===== config.mk =====
export PLATFORM = sky130hd
export DESIGN_NAME = word_deserializer
export DESIGN_NICKNAME = d
export VERILOG_FILES = /design/src/rtl/az_pkg.sv /design/src/rtl/word_deserializer_serial_shifter.sv /design/src/rtl/word_deserializer.sv
export SDC_FILE = /design/constraint.sdc
export NUM_CORES = 1
export LEC_CHECK = 0
export BUFFER_PORTS_ARGS = -buffer_cell sky130_fd_sc_hd__buf_2
export CAP_MARGIN = 0
export CORE_ASPECT_RATIO = 0.6
export CORE_UTILIZATION = 59
export CTS_BUF_LIST = sky130_fd_sc_hd__clkbuf_4 sky130_fd_sc_hd__clkbuf_8
export CTS_CLUSTER_DIAMETER = 40
export DETAILED_ROUTE_END_ITERATION = 7
export PLACE_DENSITY_LB_ADDON = 0.08
export SLEW_MARGIN = 10
export SYNTH_ARGS = -nofsm -noshare
export SYNTH_HDL_FRONTEND = slang
export SYNTH_SLANG_ARGS = --single-unit

===== constraint.sdc =====
create_clock -name clk -period 4.5 [get_ports clk]
set_input_delay 0 -clock clk [delete_from_list [all_inputs] [get_ports clk]]
set_output_delay 0 -clock clk [all_outputs]
set_load 0.005 [all_outputs]

===== src/rtl/az_pkg.sv =====
// rtl/az_pkg.sv - shared word width and deserializer state encoding
package az_pkg;

  localparam int WORD_W = 16;

  typedef enum logic [1:0] {
    IDLE   = 2'd0,
    SHIFT  = 2'd1,
    PARITY = 2'd2
  } deser_state_t;

endpackage


===== src/rtl/word_deserializer_serial_shifter.sv =====
// rtl/word_deserializer_serial_shifter.sv - shift register, bit counter and running parity
module serial_shifter #(
  parameter int WIDTH     = 16,
  parameter bit MSB_FIRST = 1'b1,
  localparam int CW       = $clog2(WIDTH + 1)
) (
  input  logic             clk,
  input  logic             rst,
  input  logic             din_i,
  input  logic             shift_en_i,
  input  logic             clear_i,
  input  logic             load_first_i,
  output logic [WIDTH-1:0] data_o,
  output logic [WIDTH-1:0] shift_data_o,
  output logic [CW-1:0]    count_o,
  output logic             parity_o
);

  logic [WIDTH-1:0] data_q, data_d, first_word;
  logic [CW-1:0]    cnt_q, cnt_d;
  logic             par_q, par_d;

  // Shifted and fresh-frame views of the register, ordered by bit direction
  always_comb begin
    if (MSB_FIRST) begin
      shift_data_o = {data_q[WIDTH-2:0], din_i};
      first_word   = {{(WIDTH-1){1'b0}}, din_i};
    end else begin
      shift_data_o = {din_i, data_q[WIDTH-1:1]};
      first_word   = {din_i, {(WIDTH-1){1'b0}}};
    end
  end

  // Clear beats a fresh first bit, which beats an ordinary shift
  always_comb begin
    data_d = data_q;
    cnt_d  = cnt_q;
    par_d  = par_q;
    if (clear_i) begin
      data_d = '0;
      cnt_d  = '0;
      par_d  = 1'b0;
    end else if (load_first_i) begin
      data_d = first_word;
      cnt_d  = CW'(1);
      par_d  = din_i;
    end else if (shift_en_i) begin
      data_d = shift_data_o;
      cnt_d  = cnt_q + CW'(1);
      par_d  = par_q ^ din_i;
    end
  end

  // Shifter state registers
  always_ff @(posedge clk or posedge rst) begin
    if (rst) begin
      data_q <= '0;
      cnt_q  <= '0;
      par_q  <= 1'b0;
    end else begin
      data_q <= data_d;
      cnt_q  <= cnt_d;
      par_q  <= par_d;
    end
  end

  assign data_o   = data_q;
  assign count_o  = cnt_q;
  assign parity_o = par_q;

endmodule


===== src/rtl/word_deserializer.sv =====
// rtl/word_deserializer.sv - framed serial-to-parallel front end; WORD_DESER_PARITY_CHECK_EN adds a parity bit per frame
module word_deserializer
  import az_pkg::*;
#(
  parameter int WIDTH     = WORD_W,
  parameter bit MSB_FIRST = 1'b1
) (
  input  logic             clk,
  input  logic             rst,
  input  logic             din,
  input  logic             din_valid,
  input  logic             sync,
  output logic [WIDTH-1:0] word_out,
  output logic             word_valid,
  input  logic             word_ready,
  output logic             busy,
  output logic             overrun,
  output logic             parity_err
);

  localparam int CW = $clog2(WIDTH + 1);
  localparam logic [CW-1:0] LAST_DATA = CW'(WIDTH - 1);

  deser_state_t     state_q, state_d;
  logic [WIDTH-1:0] word_q, word_d, word_new;
  logic             valid_q, valid_d, ovr_q, ovr_d, busy_q;
  logic             load_first, shift_en, clear, complete;
  logic [WIDTH-1:0] sh_data, sh_shift;
  logic [CW-1:0]    sh_count;
  logic             sh_par;

  serial_shifter #(.WIDTH(WIDTH), .MSB_FIRST(MSB_FIRST)) u_shifter (
    .clk          (clk),
    .rst          (rst),
    .din_i        (din),
    .shift_en_i   (shift_en),
    .clear_i      (clear),
    .load_first_i (load_first),
    .data_o       (sh_data),
    .shift_data_o (sh_shift),
    .count_o      (sh_count),
    .parity_o     (sh_par)
  );

`ifdef WORD_DESER_PARITY_CHECK_EN
  // Word is already parked in the shifter when its parity bit arrives
  logic             par_fail;
  logic             perr_q;
  logic [WIDTH-1:0] shift_unused;
  assign word_new     = sh_data;
  assign shift_unused = sh_shift;
`else
  // Word completes on its last data bit, so take the just-shifted value
  logic [WIDTH:0] shifter_unused;
  assign word_new       = sh_shift;
  assign shifter_unused = {sh_data, sh_par};
`endif

  // Frame FSM: sync restarts a frame from any state, last bit ends it
  always_comb begin
    state_d    = state_q;
    load_first = 1'b0;
    shift_en   = 1'b0;
    clear      = 1'b0;
    complete   = 1'b0;
`ifdef WORD_DESER_PARITY_CHECK_EN
    par_fail   = 1'b0;
`endif
    case (state_q)
      IDLE: begin
        if (din_valid && sync) begin
          load_first = 1'b1;
          state_d    = SHIFT;
        end
      end
      SHIFT: begin
        if (din_valid) begin
          if (sync) begin
            load_first = 1'b1;
          end else begin
            shift_en = 1'b1;
            if (sh_count == LAST_DATA) begin
`ifdef WORD_DESER_PARITY_CHECK_EN
              state_d = PARITY;
`else
              clear    = 1'b1;
              complete = 1'b1;
              state_d  = IDLE;
`endif
            end
          end
        end
      end
`ifdef WORD_DESER_PARITY_CHECK_EN
      PARITY: begin
        if (din_valid) begin
          if (sync) begin
            load_first = 1'b1;
            state_d    = SHIFT;
          end else begin
            clear   = 1'b1;
            state_d = IDLE;
            // Even parity over data plus parity bit: running parity must equal din
            if (sh_par == din) complete = 1'b1;
            else               par_fail = 1'b1;
          end
        end
      end
`endif
      default: state_d = IDLE;
    endcase
  end

  // Output register: load when empty or being drained, otherwise drop and flag
  always_comb begin
    word_d  = word_q;
    valid_d = valid_q;
    ovr_d   = ovr_q;
    if (complete) begin
      if (!valid_q || word_ready) begin
        word_d  = word_new;
        valid_d = 1'b1;
      end else begin
        ovr_d = 1'b1;
      end
    end else if (valid_q && word_ready) begin
      valid_d = 1'b0;
    end
  end

  // FSM, output register and flag state
  always_ff @(posedge clk or posedge rst) begin
    if (rst) begin
      state_q <= IDLE;
      word_q  <= '0;
      valid_q <= 1'b0;
      ovr_q   <= 1'b0;
      busy_q  <= 1'b0;
    end else begin
      state_q <= state_d;
      word_q  <= word_d;
      valid_q <= valid_d;
      ovr_q   <= ovr_d;
      busy_q  <= (state_d != IDLE);
    end
  end

`ifdef WORD_DESER_PARITY_CHECK_EN
  // Parity failure shows for exactly one cycle
  always_ff @(posedge clk or posedge rst) begin
    if (rst) perr_q <= 1'b0;
    else     perr_q <= par_fail;
  end
  assign parity_err = perr_q;
`else
  assign parity_err = 1'b0;
`endif

  assign word_out   = word_q;
  assign word_valid = valid_q;
  assign busy       = busy_q;
  assign overrun    = ovr_q;

endmodule


==> results of run 1 <==
## worst max-delay path: cells and delay by family, from the launching register on
kind	cells	cell delay [ns]
adder cells (fa/ha/maj)	2	0.52
AO/OA/AOI/OAI	1	0.30
AND/OR/NAND/NOR	2	1.03
flip-flops	1	0.42
## Yosys cell counts
master    instances  area, µm²
dfrtp_1          41       1030
a22o_1           16        140
mux2_4           10        150
mux2_2            8       90.1
nand2_1           4       15.0
nor2b_1           4       25.0
buf_6             3       33.8
inv_1             3       11.3
nor2_1            3       11.3
o21ai_0           3       15.0
a22oi_1           2       15.0
and3_1            2       12.5
buf_2             2       10.0
ha_1              2       25.0
nand2b_1          2       12.5
o21bai_1          2       15.0
a21bo_2           1       10.0
a21boi_0          1       7.51
a21oi_1           1       5.00
a32oi_1           1       8.76
and4bb_4          1       16.3
buf_4             1       7.51
conb_1            1       3.75
nand3_4           1       17.5
nor4bb_1          1       10.0
## power by group through the flow
stage,Sequential [mW],Combinational (mW),Clock (mW)
6_report,0.398,0.0562,0.246
5_1_grt,0.399,0.0622,0.273
3_3_place_gp,0.403,0.0511,0
3_5_place_dp,0.404,0.0540,0
2_1_floorplan,0.400,0.0412,0
4_1_cts,0.397,0.0564,0.254
## per-layer routing
| layer | track usage | wire [µm] | up-vias |
|---|---|---|---|
| met1 | 0.290 | 1380 | 495 |
| li1 | - | - | 473 |
| met4 | 0.124 | 48 | 0 |
| met3 | 0.0791 | 120 | 6 |
| met2 | 0.326 | 1340 | 22 |
| met5 | 0 | 0 | - |
## kinds of logic after synthesis
group           Yosys count  share of synthesized area
fa+ha+maj                 2                     0.0148
other cells               1                    0.00221
buf+inv                   9                     0.0369
mux                      18                      0.142
compound gates           27                      0.128
flops                    41                      0.606
simple gates             18                     0.0709
## registers in the layout, summed over array words and instances, names as in the netlist
signal             flops
overrun                1
u_shifter.data_o      15
state_q                2
busy                   1
u_shifter.count_o      5
word_out              16
word_valid             1
## worst paths after layout
check	slack (ns)	endpoint	cells past startpoint	from
setup / recovery	2.15	u_shifter.data_o[1]	5	u_shifter.count_o[1]
hold / removal	0.07	state_q[0]	3	din_valid
setup reg to reg	2.15	u_shifter.data_o[1]	5	u_shifter.count_o[1]
hold reg to reg	0.49	overrun	1	overrun
max in group asynchronous	3.79	u_shifter.data_o[0]	4	rst
min in group asynchronous	0.37	word_out[5]	4	rst
## layout make-up
cell class	count	share of cell area
Inverter	3	0.00579
Multi-Input combinational cell	67	0.315
Tap cell	32	0.0206
Timing Repair Buffer	28	0.0811
Clock inverter	2	0.00708
Clock buffer	6	0.0425
Sequential cell	41	0.528
## metrics by stage
stage | setup slack [ns] | cell area [µm²]
floorplan | 2.72 | 1700
global placement | 2.29 | 1810
detailed placement | 2.16 | 1810
CTS | 2.14 | 1940
global route | 2.03 | 1940
finish | 2.15 | 1940
## repair_timing
action,4_1_cts,5_1_grt
hold endpoints to repair,43,0
resized for setup,0,0
buffers inserted,0,0
hold buffers,3,0
==> summary.md, run 1 <==
| Metric | Value |
|---|---|
| Hold violation total from the final report | `0` |
| First-pass GRT wire length | `4780 µm` |
| Worst hold-check path type | `in -> reg` |
| Die Footprint | `3100 µm²` |
| DRC errors left | `1` |
| Post-synthesis average cell area | `14.6 µm²` |
| Core Region | `2610 µm²` |
| GPL Wtd Cong | `0.854` |
| Maximum number of pins on one net before global-route repair | `42` |
| Final Critical Period | `2.35 ns` |
| Fill cells | `178` |
| Seq cells post-synth | `41` |
| Fraction of layout cells with a size suffix above 1 | `0.374` |
| Logic pwr share | `0.080` |
| Internal Dissipation | `0.536 mW` |
| Leftover overflow at the end of global routing | `0` |
| Multi-input logic area | `613 µm²` |
| Layout overhead on the synthesized area | `14.8%` |
| Leading cell types in the layout, fill and taps excluded | `41 x dfrtp_1, 24 x buf_2, 16 x a22o_1` |
| H-Tree Depth | `2` |
| Unique cell type count in the Yosys netlist | `25` |
| Overall power | `0.700 mW` |
| Data arrival time of the worst path | `2.57 ns` |
| Max-Cap Viols | `0` |
| Setup-violating endpoint count in the final report | `0` |
| Hpwl dp | `2010 µm` |
| Routed length per instance | `16.1 µm` |
| Total of warnings raised by yosys | `0` |
| Leakage | `1.05 nW` |
| Area of the mapped netlist | `1690 µm²` |
| Fraction of power consumed by sequential logic | `0.568` |
| IO Port Bufs | `24` |
| Utilization after layout | `0.745` |
| Peak supply drop | `0.000224 V` |
| Total number of placement rows | `14` |
| Highest Clock Rate | `0.425 GHz` |
| Count of boundary I/O pins | `26` |
| Setup repair after global routing missed its margin | `no` |
| Number of instances in the synthesized netlist | `116` |
| P_sw | `0.164 mW` |
| FF/Latch Area | `1030 µm²` |
| Critical path required time | `4.72 ns` |
| Gr usage total | `0.221` |
| PD cells | `360 nW/µm²` |
| Count of placed standard cells in the final layout, fillers left out | `179` |
| Sequential element share of the synthesized area | `0.606` |
| Starting DRC count in detailed routing | `53` |
| Max-slew violations | `0` |
| Kind of start point of the critical path | `flop` |
| Cell total after placement | `168` |
| DR pass1 iterations | `8` |
| Cell-by-cell listing of the critical path | `ha_1, and3_1, ha_1, nor2b_1, a22o_1` |
| Worst relative slew slack | `0.311` |
| Total negative slack for setup checks | `0 ns` |
| Stage delay of the slowest cell on the critical path | `0.84 ns` |
| Total number of clock tree sinks | `41` |
| Min Hold Slack | `0.0659 ns` |
| TritonCTS clock tree | `done` |
| Clock buffers created by TritonCTS | `5` |
| Clk buf depth | `2` |
| Worst-path clk slew | `0.08 ns` |
| Violated checks | `design-rule violations` |
| Top cell by count, worst path | `ha_1` |
| Clk pwr share | `0.351` |
| Final wirelength | `2890 µm` |
| Buffer cell driving the clock tree root | `clkbuf_8` |
| Starting utilization of the core area | `0.649` |
| Overall die width | `71.2 µm` |
| Floorplan die height | `43.5 µm` |
| Kind of critical path | `reg -> reg` |
| Remaining antenna violation count | `0` |
| Via count of the first global-routing pass | `948` |
| Switch share | `0.235` |
| Result of the run | `finished, violations left` |
| Highest fanout seen on the critical path | `16` |
| Clock latency of the later-clocked register in the worst-skew pair | `0.29 ns` |
| Post-layout net count | `154` |
| Actual transition at the worst max-transition pin | `1.03 ns` |
| Most common cell after layout, fill and taps aside | `dfrtp_1` |
| Maximum clock skew at final layout | `0.00323 ns` |
| Cell with the largest stage delay on the worst path | `nor2b_1` |
| Antenna diode count | `0` |
| Final Cycle Share | `0.523` |
| Vias post-DR | `996` |
| Worst Setup End Kind | `flop` |
| Detailed-route vias per instance | `5.56` |
| Antenna violations before repair | `0` |
Note: power is estimated with default switching activity, not from simulation.
==> run 2: changes to the inputs <==
--- a/config.mk
+++ b/config.mk
@@ -8,7 +8,7 @@
 export BUFFER_PORTS_ARGS = -buffer_cell sky130_fd_sc_hd__buf_2
 export CAP_MARGIN = 0
 export CORE_ASPECT_RATIO = 0.6
-export CORE_UTILIZATION = 59
+export CORE_UTILIZATION = 58
 export CTS_BUF_LIST = sky130_fd_sc_hd__clkbuf_4 sky130_fd_sc_hd__clkbuf_8
 export CTS_CLUSTER_DIAMETER = 40
 export DETAILED_ROUTE_END_ITERATION = 7
==> constraint.sdc (replaced) <==
create_clock -name clk -period 2.3 [get_ports clk]
set_input_delay 0 -clock clk [delete_from_list [all_inputs] [get_ports clk]]
set_output_delay 0 -clock clk [all_outputs]
set_load 0.005 [all_outputs]
==> run 2 against run 1 <==
  * Sequential share of layout area decreased by 0.24 points
  * Clock power increased by 120%
  * Wire length decreased by 2.0%
  * Critical path type unchanged
  * The flow now finishes without violations
  * Largest cell class unchanged
  * Worst hold slack got worse by 0.033 ns
==> summary.md, run 2 (same netlist as run 1, synthesis figures left out) <==
| Metric | Value |
|---|---|
| H-Tree Depth | `2 (unchanged)` |
| Overall die width | `71.8 µm (+0.83%)` |
| GPL Wtd Cong | `0.837 (-2.0%)` |
| Worst-path clk slew | `0.07 ns (about the same)` |
| Critical path required time | `2.49 ns (-2.23 ns)` |
| PD cells | `734 nW/µm² (+100%)` |
| Antenna diode count | `0 (unchanged)` |
| Leading cell types in the layout, fill and taps excluded | `41 x dfrtp_1, 24 x buf_2, 16 x a22o_1` |
| Utilization after layout | `0.743 (-0.00163)` |
| DR pass1 iterations | `4 (-4)` |
| Maximum clock skew at final layout | `0.00591 ns (+0.00267 ns)` |
| Count of boundary I/O pins | `26 (unchanged)` |
| Final wirelength | `2830 µm (-2.0%)` |
| Die Footprint | `3150 µm² (+1.7%)` |
| Highest fanout seen on the critical path | `9 (-7)` |
| Detailed-route vias per instance | `5.74 (+3.1%)` |
| Routed length per instance | `15.8 µm (-2.0%)` |
| Leakage | `1.06 nW (+0.97%)` |
| Depth of the worst register-to-register path | `6 (+1)` |
| Total number of placement rows | `14 (unchanged)` |
| Max-slew violations | `0 (unchanged)` |
| Startpoint of the worst-slack reg-to-reg timing path | `u_shifter.count_o[0]` |
| Leftover overflow at the end of global routing | `0 (unchanged)` |
| Total negative slack for setup checks | `0 ns (unchanged)` |
| Kind of critical path | `reg -> reg` |
| Final Cycle Share | `0.916 (+0.393)` |
| Max FFs per register | `16 (unchanged)` |
| Setup slack after placement | `0.323 ns (-1.84 ns)` |
| Clock latency of the later-clocked register in the worst-skew pair | `0.29 ns (about the same)` |
| Worst path top cell family by delay | `simple AND/OR/NAND/NOR gates` |
| Final Critical Period | `2.11 ns (-0.247 ns)` |
| Setup slack of the most critical reg-to-reg path | `0.19 ns (-1.95 ns)` |
| Antenna violations before repair | `0 (unchanged)` |
| TritonCTS clock tree | `done` |
| Maximum number of pins on one net before global-route repair | `42 (unchanged)` |
| Cell total after placement | `170 (+1.2%)` |
| Multi-input logic area | `609 µm² (-0.61%)` |
| Core Region | `2630 µm² (+0.67%)` |
| Launch instance of the worst min-delay path | `sync` |
| Result of the run | `complete, no violations` |
| Vias post-DR | `1,027 (+3.1%)` |
| Layout overhead on the synthesized area | `15.3%` |
| Hpwl dp | `1810 µm (-10%)` |
| FF/Latch Area | `1030 µm² (unchanged)` |
| Total number of clock tree sinks | `41 (unchanged)` |
| Top cell by count, worst path | `ha_1` |
| Kind of start point of the critical path | `flop` |
| Starting utilization of the core area | `0.645 (-0.00433)` |
| Hold violation total from the final report | `0 (unchanged)` |
| Remaining antenna violation count | `0 (unchanged)` |
| Peak supply drop | `0.000626 V (+180%)` |
| Post-layout net count | `155 (+0.65%)` |
| Count of placed standard cells in the final layout, fillers left out | `179 (unchanged)` |
| Buffer cell driving the clock tree root | `clkbuf_8` |
| Fraction of layout cells with a size suffix above 1 | `0.374 (unchanged)` |
| Clk buf depth | `2 (unchanged)` |
| Buffers plus inverters on the worst setup path | `0 (unchanged)` |
| Worst hold path stage count | `2 (-1)` |
| Worst R2R End | `u_shifter.count_o[2]` |
| Starting DRC count in detailed routing | `58 (+9.4%)` |
| Worst hold-check path type | `in -> reg` |
| Setup repair after global routing missed its margin | `no` |
| Worst Setup End Kind | `flop` |
| Min Hold Slack | `0.0328 ns (-0.0331 ns)` |
| Stage delay of the slowest cell on the critical path | `0.50 ns (-0.34 ns)` |
| Setup-violating endpoint count in the final report | `0 (unchanged)` |
| IO Port Bufs | `24 (unchanged)` |
| Cell with the largest stage delay on the worst path | `nor4bb_1` |
| Clock buffers created by TritonCTS | `5 (unchanged)` |
| Gr usage total | `0.205 (-0.0162)` |
| Cell-by-cell listing of the critical path | `ha_1, and3_1, ha_1, nor4bb_1, a22oi_1, o21ai_0` |
| Worst-case hold path end point | `u_shifter.count_o[2]` |
| Via count of the first global-routing pass | `953 (+0.53%)` |
| Max-Cap Viols | `0 (unchanged)` |
| Final WS setup | `0.193 ns (-1.95 ns)` |
| Fill cells | `175 (-1.7%)` |
| Highest Clock Rate | `0.475 GHz (+12%)` |
| Most common cell after layout, fill and taps aside | `dfrtp_1` |
| First-pass GRT wire length | `4640 µm (-2.9%)` |
| Floorplan die height | `43.9 µm (+0.83%)` |
| Data arrival time of the worst path | `2.30 ns (-0.27 ns)` |
| DRC errors left | `0 (-1)` |
| Setup repair bufs after CTS | `0 (unchanged)` |
-- run 2: metal layers --
layer / vias up / part of all wire / GRT usage
met5: - / 0 / 0
met4: 0 / 0.0092 / 0.0471
met3: 5 / 0.048 / 0.0907
met2: 26 / 0.45 / 0.281
met1: 516 / 0.50 / 0.301
li1: 480 / - / -
-- run 2: worst max-delay path by stage --
| stage | start | end | slack (ns) | cells past startpoint |
|---|---|---|---|---|
| after global placement | u_shifter.count_o[0] | u_shifter.count_o[3] | 0.41 | 6 |
| after detailed placement | u_shifter.count_o[0] | u_shifter.count_o[2] | 0.32 | 6 |
| final | u_shifter.count_o[0] | u_shifter.count_o[2] | 0.19 | 6 |
| after CTS | u_shifter.count_o[0] | u_shifter.count_o[2] | 0.23 | 6 |
| after global routing | u_shifter.count_o[0] | u_shifter.count_o[2] | 0.07 | 6 |
| after floorplan | u_shifter.count_o[0] | u_shifter.count_o[3] | 0.52 | 7 |
-- run 2: area by class of cell --
cell class | count | area share
Clock buffer | 5 | 0.0352
Sequential cell | 41 | 0.525
Multi-Input combinational cell | 67 | 0.312
Clock inverter | 2 | 0.0179
Tap cell | 32 | 0.0205
Inverter | 3 | 0.00577
Timing Repair Buffer | 29 | 0.0833
-- run 2: what timing repair did --
item	CTS	global route
hold endpoints to repair	42	0
hold buffers	2	0
gates resized for setup	0	0
-- run 2: worst reg2reg max path, cell delays in order, from the launching register on --
cell      delay (ns)
dfrtp_1         0.42
ha_1            0.23
and3_1          0.19
ha_1            0.30
nor4bb_1        0.50
a22oi_1         0.16
o21ai_0         0.21
-- run 2: where the power goes --
part	switching, mW	internal, mW	total, mW
combinational	0.0542	0.0544	0.109
sequential	0.0305	0.750	0.780
clock	0.230	0.315	0.545
-- run 2: per-stage QoR --
step	cell area, µm²	power (mW)
global placement	1830	0.889
finish	1950	1.43
global route	1950	1.49
CTS	1950	1.44
detailed placement	1830	0.897
floorplan	1700	0.863
==> run 3: changes to the inputs <==
--- a/config.mk
+++ b/config.mk
@@ -8,8 +8,7 @@
 export BUFFER_PORTS_ARGS = -buffer_cell sky130_fd_sc_hd__buf_2
 export CAP_MARGIN = 0
 export CORE_ASPECT_RATIO = 0.6
-export CORE_UTILIZATION = 58
-export CTS_BUF_LIST = sky130_fd_sc_hd__clkbuf_4 sky130_fd_sc_hd__clkbuf_8
+export CORE_UTILIZATION = 50
 export CTS_CLUSTER_DIAMETER = 40
 export DETAILED_ROUTE_END_ITERATION = 7
 export PLACE_DENSITY_LB_ADDON = 0.08
==> run 3 against run 2 <==
  * Utilization decreased by 9.7 points
  * Worst hold slack got worse by 0.021 ns
  * Non-clock buffer count unchanged
  * Critical endpoint is now u_shifter.count_o[3]
  * Largest cell class unchanged
==> summary.md, run 3 (same netlist as run 1, synthesis figures left out) <==
| Metric | Value |
|---|---|
| Routed length per instance | `15.4 µm (-2.8%)` |
| Gr usage total | `0.185 (-0.0202)` |
| Max-Cap Viols | `0 (unchanged)` |
| Die Footprint | `3630 µm² (+15%)` |
| Worst hold-check path type | `in -> reg` |
| Worst hold path stage count | `2 (unchanged)` |
| Remaining antenna violation count | `0 (unchanged)` |
| Startpoint of the worst-slack reg-to-reg timing path | `u_shifter.count_o[0]` |
| Critical path required time | `2.53 ns (+0.04 ns)` |
| Launch instance of the worst min-delay path | `sync` |
| Post-layout net count | `155 (unchanged)` |
| Clock latency of the later-clocked register in the worst-skew pair | `0.29 ns (about the same)` |
| Peak supply drop | `0.000482 V (-23%)` |
| Vias post-DR | `1,046 (+1.9%)` |
| Kind of start point of the critical path | `flop` |
| GPL Wtd Cong | `0.833 (-0.50%)` |
| Worst R2R End | `u_shifter.count_o[3]` |
| Hold violation total from the final report | `0 (unchanged)` |
| Worst Setup End Kind | `flop` |
| Data arrival time of the worst path | `2.17 ns (-0.13 ns)` |
| TritonCTS clock tree | `done` |
| Kind of critical path | `reg -> reg` |
| Max FFs per register | `16 (unchanged)` |
| Result of the run | `complete, no violations` |
| IO Port Bufs | `24 (unchanged)` |
| Clock buffers created by TritonCTS | `5 (unchanged)` |
| Most common cell after layout, fill and taps aside | `dfrtp_1` |
| Maximum number of pins on one net before global-route repair | `42 (unchanged)` |
| Via count of the first global-routing pass | `983 (+3.1%)` |
| Cell total after placement | `180 (+5.9%)` |
| Total negative slack for setup checks | `0 ns (unchanged)` |
| H-Tree Depth | `2 (unchanged)` |
| Highest fanout seen on the critical path | `9 (unchanged)` |
| Layout overhead on the synthesized area | `16.0%` |
| Setup slack after placement | `0.404 ns (+0.0814 ns)` |
| Antenna violations before repair | `0 (unchanged)` |
| Maximum clock skew at final layout | `0.00359 ns (-0.00231 ns)` |
| DRC errors left | `0 (unchanged)` |
| Total number of placement rows | `15 (+1)` |
| PD cells | `729 nW/µm² (-0.69%)` |
| Clk buf depth | `2 (unchanged)` |
| Overall power | `1.43 mW (about the same)` |
| Setup-violating endpoint count in the final report | `0 (unchanged)` |
| Leading cell types in the layout, fill and taps excluded | `41 x dfrtp_1, 24 x buf_2, 16 x a22o_1` |
| Starting DRC count in detailed routing | `44 (-24%)` |
| Leakage | `1.06 nW (unchanged)` |
| Total number of clock tree sinks | `41 (unchanged)` |
| Detailed-route vias per instance | `5.53 (-3.5%)` |
| Utilization after layout | `0.647 (-0.0968)` |
| Count of boundary I/O pins | `26 (unchanged)` |
| DP Area | `1840 µm² (+0.68%)` |
| Worst-path clk slew | `0.07 ns (about the same)` |
| Buffer cell driving the clock tree root | `clkbuf_8` |
| Overall die width | `77.1 µm (+7.5%)` |
| Antenna diode count | `0 (unchanged)` |
| Final WS setup | `0.364 ns (+0.171 ns)` |
| Final wirelength | `2910 µm (+2.7%)` |
| Fraction of layout cells with a size suffix above 1 | `0.374 (unchanged)` |
| Count of placed standard cells in the final layout, fillers left out | `189 (+5.6%)` |
| Min Hold Slack | `0.0120 ns (-0.0207 ns)` |
| Floorplan die height | `47.1 µm (+7.4%)` |
| Post-route cell area | `1970 µm² (+0.64%)` |
| Setup slack of the most critical reg-to-reg path | `0.36 ns (+0.17 ns)` |
| Depth of the worst register-to-register path | `6 (unchanged)` |
| DR pass1 iterations | `4 (unchanged)` |
| Core Region | `3040 µm² (+16%)` |
| Starting utilization of the core area | `0.557 (-0.0876)` |
| Max-slew violations | `0 (unchanged)` |
| Leftover overflow at the end of global routing | `0 (unchanged)` |
| Final Cycle Share | `0.842 (-0.0743)` |
| Worst-case hold path end point | `u_shifter.count_o[2]` |
| Final Critical Period | `1.94 ns (-0.171 ns)` |
| First-pass GRT wire length | `4750 µm (+2.4%)` |
| Setup repair after global routing missed its margin | `no` |
| Highest Clock Rate | `0.517 GHz (+8.8%)` |
## run 3: cell counts in the layout (fill, tap and decap cells not counted)
No cell type changed its count.
## run 3: power breakdown
group          total (mW)  internal (mW)  switching (mW)
sequential          0.778          0.750          0.0284
clock               0.548          0.315           0.233
combinational       0.107         0.0542          0.0527
## run 3: worst max-delay path, cell delays in order (launching register included)
cell	delay, ns
dfrtp_1	0.40
ha_1	0.22
and3_1	0.18
ha_1	0.30
nor4bb_1	0.42
a32oi_1	0.15
a21bo_2	0.21
## run 3: cell type report
class / instances / area, µm²
Clock buffer: 5 / 68.8
Clock inverter: 2 / 35.0
Fill cell: 246 / 1070
Inverter: 3 / 11.3
Multi-Input combinational cell: 67 / 609
Sequential cell: 41 / 1030
Tap cell: 42 / 52.6
Timing Repair Buffer: 29 / 163
## run 3: worst max path at each step
stage,start,end,depth (start not counted)
floorplan,u_shifter.count_o[0],u_shifter.count_o[3],7
global placement,u_shifter.count_o[0],u_shifter.count_o[3],6
detailed placement,u_shifter.count_o[0],word_out[7],5
CTS,u_shifter.count_o[0],word_out[7],5
global route,u_shifter.count_o[0],u_shifter.count_o[3],6
finish,u_shifter.count_o[0],u_shifter.count_o[3],6
## run 3: what timing repair did
| action | in CTS | in global routing |
|---|---|---|
| resized for setup | 0 | 0 |
| buffers inserted | 0 | 0 |
| hold endpoints to repair | 42 | 0 |
| hold buffers | 2 | 0 |
## run 3: routing by layer
metal | GRT usage | vias up | share of wire
met1 | 0.240 | 535 | 0.49
met4 | 0.102 | 0 | 0.013
li1 | - | 477 | -
met3 | 0.0583 | 6 | 0.048
met2 | 0.287 | 28 | 0.45
met5 | 0 | - | 0
